[src/rtl/lcd_multi_line_feed.sv]
// Timed Moore FSM that feeds clear / per-line write requests to the LCD command driver.
// Optional command-acknowledge timeout: define LCD_FEED_CMD_TIMEOUT_EN.
module lcd_multi_line_feed #(
  parameter int unsigned parm_line_count      = 2,
  parameter int unsigned parm_cmd_delay_ticks = 2500,
  parameter int unsigned parm_refresh_ticks   = 490000,
  parameter int unsigned parm_timeout_ticks   = 25000
) (
  input  logic       i_clk_20mhz,
  input  logic       i_rst_20mhz,
  input  logic       i_ce_2_5mhz,
  input  logic       i_lcd_command_ready,
  input  logic       i_feed_enable,
  input  logic       i_refresh_request,
  output logic       o_lcd_wr_clear_display,
  output logic [3:0] o_lcd_wr_text_line,
  output logic [1:0] o_lcd_line_index,
  output logic       o_lcd_feed_is_idle,
  output logic [7:0] o_refresh_count,
  output logic       o_cmd_timeout
);

  localparam int unsigned DLY_MAX = (parm_cmd_delay_ticks > parm_refresh_ticks) ?
                                    parm_cmd_delay_ticks : parm_refresh_ticks;
`ifdef LCD_FEED_CMD_TIMEOUT_EN
  // Timer must be able to reach the timeout threshold when it exceeds both delays.
  localparam int unsigned TMR_MAX = (parm_timeout_ticks > DLY_MAX) ? parm_timeout_ticks : DLY_MAX;
  localparam logic [23:0] TO_LAST = 24'(parm_timeout_ticks - 1);
`else
  localparam int unsigned TMR_MAX = DLY_MAX;
`endif
  localparam logic [23:0] TMR_SAT   = 24'(TMR_MAX);
  localparam logic [23:0] CMD_LAST  = 24'(parm_cmd_delay_ticks - 1);
  localparam logic [23:0] REF_LAST  = 24'(parm_refresh_ticks - 1);
  localparam logic [1:0]  IDX_LAST  = 2'(parm_line_count - 1);
  localparam logic [3:0]  LINE_MASK = 4'((1 << parm_line_count) - 1);

  typedef enum logic [2:0] {
    ST_PAUSE,
    ST_CLEAR_RUN,
    ST_CLEAR_DLY,
    ST_CLEAR_WAIT,
    ST_LINE_RUN,
    ST_LINE_DLY,
    ST_LINE_WAIT,
    ST_REFRESH_DLY
  } state_t;

  state_t      state_q, state_d;
  logic [23:0] timer_q, timer_d;
  logic [1:0]  idx_q, idx_d;
  logic        refresh_flag_q;
  logic [7:0]  count_q;
  logic        inc_cnt;
  logic        clear_q;
  logic [3:0]  line_q, line_d;
  logic        idle_q;
`ifdef LCD_FEED_CMD_TIMEOUT_EN
  logic        timeout_q, timeout_d;
`endif

  always_comb begin
    state_d = state_q;
    idx_d   = idx_q;
    inc_cnt = 1'b0;
`ifdef LCD_FEED_CMD_TIMEOUT_EN
    timeout_d = 1'b0;
`endif
    unique case (state_q)
      ST_PAUSE:       if (i_feed_enable && i_lcd_command_ready) state_d = ST_CLEAR_RUN;
      ST_CLEAR_RUN:   if (!i_lcd_command_ready) state_d = ST_CLEAR_DLY;
      ST_CLEAR_DLY:   if (timer_q == CMD_LAST) state_d = ST_CLEAR_WAIT;
      ST_CLEAR_WAIT:
        if (i_lcd_command_ready) begin
          idx_d   = '0;
          state_d = ST_LINE_RUN;
        end
      ST_LINE_RUN:    if (!i_lcd_command_ready) state_d = ST_LINE_DLY;
      ST_LINE_DLY:
        if (timer_q == CMD_LAST) begin
          if (idx_q < IDX_LAST) begin
            state_d = ST_LINE_WAIT;
          end else begin
            state_d = ST_REFRESH_DLY;
            inc_cnt = 1'b1;
          end
        end
      ST_LINE_WAIT:
        if (i_lcd_command_ready) begin
          idx_d   = idx_q + 2'd1;
          state_d = ST_LINE_RUN;
        end
      ST_REFRESH_DLY: if (timer_q == REF_LAST || refresh_flag_q) state_d = ST_PAUSE;
      default:        state_d = ST_PAUSE;
    endcase
`ifdef LCD_FEED_CMD_TIMEOUT_EN
    if ((state_q == ST_CLEAR_RUN || state_q == ST_LINE_RUN) &&
        i_lcd_command_ready && timer_q == TO_LAST) begin
      state_d   = ST_PAUSE;
      timeout_d = 1'b1;
    end
`endif
  end

  always_comb begin
    if (state_d != state_q)     timer_d = '0;
    else if (timer_q < TMR_SAT) timer_d = timer_q + 24'd1;
    else                        timer_d = timer_q;
  end

  // Outputs are registered from the next state so they track the state register exactly.
  assign line_d = (state_d == ST_LINE_RUN) ? ((4'b0001 << idx_d) & LINE_MASK) : '0;

  always_ff @(posedge i_clk_20mhz) begin
    if (i_rst_20mhz) begin
      state_q        <= ST_PAUSE;
      timer_q        <= '0;
      idx_q          <= '0;
      refresh_flag_q <= 1'b0;
      count_q        <= '0;
      clear_q        <= 1'b0;
      line_q         <= '0;
      idle_q         <= 1'b0;
`ifdef LCD_FEED_CMD_TIMEOUT_EN
      timeout_q      <= 1'b0;
`endif
    end else begin
      // A request on the same clock as the clear keeps the flag set.
      if (i_refresh_request)
        refresh_flag_q <= 1'b1;
      else if (i_ce_2_5mhz && state_d == ST_CLEAR_RUN && state_q != ST_CLEAR_RUN)
        refresh_flag_q <= 1'b0;
      if (i_ce_2_5mhz) begin
        state_q <= state_d;
        timer_q <= timer_d;
        idx_q   <= idx_d;
        if (inc_cnt) count_q <= count_q + 8'd1;
        clear_q <= (state_d == ST_CLEAR_RUN);
        line_q  <= line_d;
        idle_q  <= (state_d == ST_REFRESH_DLY);
`ifdef LCD_FEED_CMD_TIMEOUT_EN
        timeout_q <= timeout_d;
`endif
      end
    end
  end

  assign o_lcd_wr_clear_display = clear_q;
  assign o_lcd_wr_text_line     = line_q;
  assign o_lcd_line_index       = idx_q;
  assign o_lcd_feed_is_idle     = idle_q;
  assign o_refresh_count        = count_q;
`ifdef LCD_FEED_CMD_TIMEOUT_EN
  assign o_cmd_timeout          = timeout_q;
`else
  assign o_cmd_timeout          = 1'b0;
`endif

endmodule

[config.mk]
export PLATFORM = sky130hd
export DESIGN_NAME = lcd_multi_line_feed
export DESIGN_NICKNAME = d
export VERILOG_FILES = /design/src/rtl/lcd_multi_line_feed.sv
export SDC_FILE = /design/constraint.sdc
export NUM_CORES = 1
export LEC_CHECK = 0
export ABC_AREA = 1
export CORE_MARGIN = 2
export CORE_UTILIZATION = 34
export DETAILED_ROUTE_END_ITERATION = 12
export GPL_ROUTABILITY_DRIVEN = 0
export GPL_TIMING_DRIVEN = 0
export SLEW_MARGIN = 0
export SYNTH_ARGS = -nofsm -noshare
export SYNTH_HDL_FRONTEND = slang
export SYNTH_SLANG_ARGS = --single-unit
[constraint.sdc]
create_clock -name i_clk_20mhz -period 4.4 [get_ports i_clk_20mhz]
set_input_delay 0.44 -clock i_clk_20mhz [delete_from_list [all_inputs] [get_ports i_clk_20mhz]]
set_output_delay 0.44 -clock i_clk_20mhz [all_outputs]
set_load 0.01 [all_outputs]
==> results.md <==
| Parameter | This run | Unit |
| --- | --- | --- |
| Run status | complete, no violations | - |
| Power density over cell area | 287 | nW/µm² |
| First DRT Iteration DRCs | 134 | - |
| X dimension of the die | 94.9 | µm |
| RSZ-0062 raised after global routing | no | - |
| Count of inserted antenna diode cells | 0 | - |
| Pleak | 1.32 | nW |
| Total of buffers placed on input and output ports | 18 | - |
| Via count | 2,618 | - |
| Compound-Gate Fraction of Synth Area | 0.110 | - |
| Final-layout fill cell count | 889 | - |
| Worst reg2reg path depth | 15 | - |
| Count of unique library cells instantiated by Yosys | 36 | - |
| Largest vdd supply drop | 0.142 | mV |
| Via/cell ratio | 4.82 | - |
| Tcrit/Tclk final | 0.557 | - |
| CTS H-tree lvls | 2 | - |
| Final-report hold violation count | 0 | - |
| Wire length reported by the detailed router | 6.61 | mm |
| Cell chain of the critical path | ha_1 -> nand3_1 -> nor2_1 -> nand3_1 -> nand2_1 -> inv_1 -> nor2_2 -> nand2_1 -> nand2_2 -> nand2_2 -> nand2_4 -> nand3_4 -> buf_2 -> a21oi_1 -> nor2_1 | - |
| Seq cells post-synth | 42 | - |
| Clock period minus final worst setup slack | 2.45 | ns |
| Critical Path Start Type | register | - |
| Post-Synth XOR/XNOR Area | 0.0494 | - |
| Number of warnings printed during yosys synthesis | 0 | - |
| Layout overhead on the synthesized area | 15.3 | % |
| Effective utilization at floorplan | 0.347 | - |
| Post-synthesis async set-or-reset flop share | 0 | - |
| Final antenna-violating net count | 0 | - |
| Floorplan core area | 8090 | µm² |
| Overall global routing resource usage | 0.159 | - |
| DR WL/cell | 12.2 | µm |
| Fmax achieved | 408 | MHz |
| Logic gate share of total power | 0.211 | - |
| Clock sinks | 42 | - |
| Switching power total | 0.284 | mW |
| Register cell area after layout | 841 | µm² |
| Start of the worst register-to-register path | timer_q[0]$_SDFFE_PP0P_ | - |
| Worst path required time | 4.60 | ns |
| Worst setup slack before clock tree synthesis | 1.86 | ns |
| Multi-input gate area in the final layout | 1620 | µm² |
| IO Pins | 23 | - |
| Clock group share of total power | 0.344 | - |
| Critical setup path kind | register to register | - |
| Biggest area consumer among synthesized cells | dfxtp_1 | - |
| Slowest CP cell | dfxtp_1 | - |
| Maximum buffer depth of the clock tree | 2 | - |
| Gate Count Post-Synth | 410 | - |
| DIE AREA | 9010 | µm² |
| Clock input transition at the sequential cells of the worst setup and hold paths | 0.08 | ns |
| Wire length of the first global-routing pass | 11.5 | mm |
| Final setup violation count | 0 | - |
| CTS hold repair buffers | 0 | - |
| Clock latency reported for the late side of the worst-skew pair | 0.31 | ns |
| Met1 usage in global routing | 0.213 | - |
| Die height | 94.9 | µm |
| Cell row count | 33 | - |
| Commonest register cell after synthesis | dfxtp_1 | - |
| Fraction of post-synthesis cell area in the top cell type by area | 0.299 | - |
| DP Wirelength | 4.85 | mm |
| Layout cells sized above 1 | 0.144 | - |
| Actual transition at the worst max-transition pin | 0.507 | ns |
| Number of pins exceeding their max-slew limit in the final report | 0 | - |
| GRT met3 Usage | 0.0383 | - |
| Area of the mapped netlist | 2810 | µm² |
| Slew headroom | 0.662 | - |
| Share of synthesized area spent on multiplexers | 0 | - |
| Final worst clock skew | 0.00994 | ns |
| Part of the power in registers | 0.444 | - |
| Worst hold path type | register to register | - |
| Average instance area after synthesis | 6.85 | µm² |
| Maximum number of pins on one net before global-route repair | 14 | - |
| Internal power contribution | 0.645 | mW |
| GRT overflow | 0 | - |
| Setup bufs post-CTS | 0 | - |
| Global routing met2 resource utilization | 0.258 | - |
| Switching Fraction | 0.306 | - |
| Part of the Yosys area used for sequential elements | 0.299 | - |
| Largest family of logic cells by synthesized area | simple AND/OR/NAND/NOR gates | - |
| Via count of the first global-routing pass | 2,520 | - |
| Largest stage delay, worst path | 0.40 | ns |
| Most numerous cell types in the synthesized netlist | nand2_1 (70), nor2_1 (51), dfxtp_1 (42), inv_1 (42), nand3_1 (40) | - |
| CTS tree | yes | - |
| Remaining DRCs | 0 | - |
| Capture instance of the worst register-to-register path | timer_q[7]$_SDFFE_PP0P_ | - |
| Number of gates given a new drive strength after cts | 0 | - |
| Cell chosen for the clock root | clkbuf_8 | - |
| Endpoint arrival time on the critical path | 2.65 | ns |
| Category of the worst setup path capture point | register | - |
| Initial antenna violation count | 0 | - |
| R2r setup slk | 1.95 | ns |
| Critical path peak fanout | 10 | - |
| Final sum of negative setup slack | 0 | ns |
| Nets@finish | 447 | - |
| Launch instance of the worst min-delay path | timer_q[22]$_SDFFE_PP0P_ | - |
| Most crowded layer after global routing | met2 | - |
| Pre-Repair DR Iteration Count | 5 | - |
| Total CTS buffers | 5 | - |
| Adder and majority gate portion of the synthesized area | 0.0178 | - |
| Top post-synthesis cells by area | dfxtp_1 (30%), nand2_1 (9.3%), nand3_1 (7.1%) | - |
| Critical path destination | timer_q[7]$_SDFFE_PP0P_ | - |
| Max Cap Violations | 0 | - |
| Most repeated cell in the gate-level netlist after synthesis | nand2_1 | - |
| Final worst setup slack | 1.95 | ns |
| Startpoint of the most critical setup path | timer_q[0]$_SDFFE_PP0P_ | - |
| Number of enable-type register cells in the synthesized netlist | 0 | - |
| Simple-gate share of the synthesized area | 0.395 | - |
registers in the layout, summed over array words and instances (netlist names):
name	cells
o_lcd_wr_clear_display	1
o_refresh_count	8
o_lcd_feed_is_idle	1
timer_q	24
o_lcd_line_index	2
o_lcd_wr_text_line	2
refresh_flag_q	1
state_q	3
cell families after synthesis:
family / after synthesis
and+or+nand+nor: 218
xor gates and xnor gates: 15
AOI/OAI and AO/OA: 59
other: 1
buffers and inverters: 71
DFF: 42
adders and majority gates: 4
worst max-delay path, delay by kind of cell, from the launching register on:
family,cells,cell delay (ns)
adder cells (fa/ha/maj),1,0.27
AND/OR/NAND/NOR,11,1.22
AO/OA/AOI/OAI,1,0.14
flip-flops,1,0.40
buffers and inverters,2,0.31
layout make-up:
| class | instances | share of cell area |
|---|---|---|
| repair buffers | 18 | 0.0556 |
| inverters | 49 | 0.0568 |
| well taps | 105 | 0.0406 |
| multi-input cells | 299 | 0.500 |
| plain buffers | 22 | 0.0537 |
| flip-flops and latches | 42 | 0.260 |
| clock buffers | 6 | 0.0224 |
| clock inverters | 2 | 0.0116 |
cells in the final DEF, fill, tap and decap left out, types with 2 or more instances in the layout:
| cell | synthesis | final |
|---|---|---|
| nand2_1 | 70 | 70 |
| nor2_1 | 51 | 51 |
| inv_1 | 42 | 42 |
| dfxtp_1 | 42 | 42 |
| nand3_1 | 40 | 40 |
| a21oi_1 | 36 | 36 |
| o21ai_0 | 18 | 18 |
| clkdlybuf4s50_1 | 0 | 18 |
| nand3_2 | 15 | 15 |
| xor2_1 | 11 | 11 |
| nand4_1 | 10 | 10 |
| nor3_1 | 9 | 9 |
| buf_2 | 7 | 7 |
| inv_2 | 5 | 5 |
| nor2_2 | 5 | 5 |
| clkbuf_1 | 4 | 5 |
| buf_4 | 5 | 5 |
| clkbuf_8 | 0 | 5 |
| nor3_2 | 4 | 4 |
| nand2_2 | 4 | 4 |
| ha_1 | 4 | 4 |
| nor4_1 | 3 | 3 |
| a211oi_1 | 3 | 3 |
| buf_12 | 3 | 3 |
| xnor2_1 | 3 | 3 |
| conb_1 | 1 | 3 |
| clkinv_1 | 2 | 2 |
| buf_6 | 2 | 2 |
| nand3b_1 | 2 | 2 |
power by group through the flow:
stage                     logic [mW]  clock network, mW  registers, mW
after floorplan                0.156                  0          0.418
after global placement         0.194                  0          0.421
after detailed placement       0.195                  0          0.422
after CTS                      0.196              0.326          0.413
after global routing           0.221              0.344          0.415
final                          0.197              0.320          0.413
how the worst min path moves through the flow:
stage | to | slack (ns) | cells after the start
detailed placement | timer_q[20]$_SDFFE_PP0P_ | 0.43 | 2
CTS | timer_q[20]$_SDFFE_PP0P_ | 0.44 | 2
floorplan | timer_q[21]$_SDFFE_PP0P_ | 0.42 | 2
global route | timer_q[20]$_SDFFE_PP0P_ | 0.45 | 2
finish | timer_q[22]$_SDFFE_PP0P_ | 0.44 | 2
global placement | timer_q[23]$_SDFFE_PP0P_ | 0.43 | 2
metal layers:
layer / wire length (µm) / vias up
met2: 2940 / 43
met4: 46 / 0
met1: 3410 / 1182
met5: 0 / -
li1: - / 1387
met3: 207 / 6
per-stage QoR:
stage	std cells	utilization	power [mW]	area, µm²	hold slack, ns
finish	543	0.400	0.929	3240	0.442
floorplan	412	-	0.574	2820	0.419
CTS	543	0.400	0.935	3240	0.445
global route	543	0.400	0.980	3240	0.452
detailed placement	535	0.387	0.617	3130	0.430
global placement	535	0.387	0.614	3130	0.426
No activity file was read; power rests on OpenSTA's default activity.
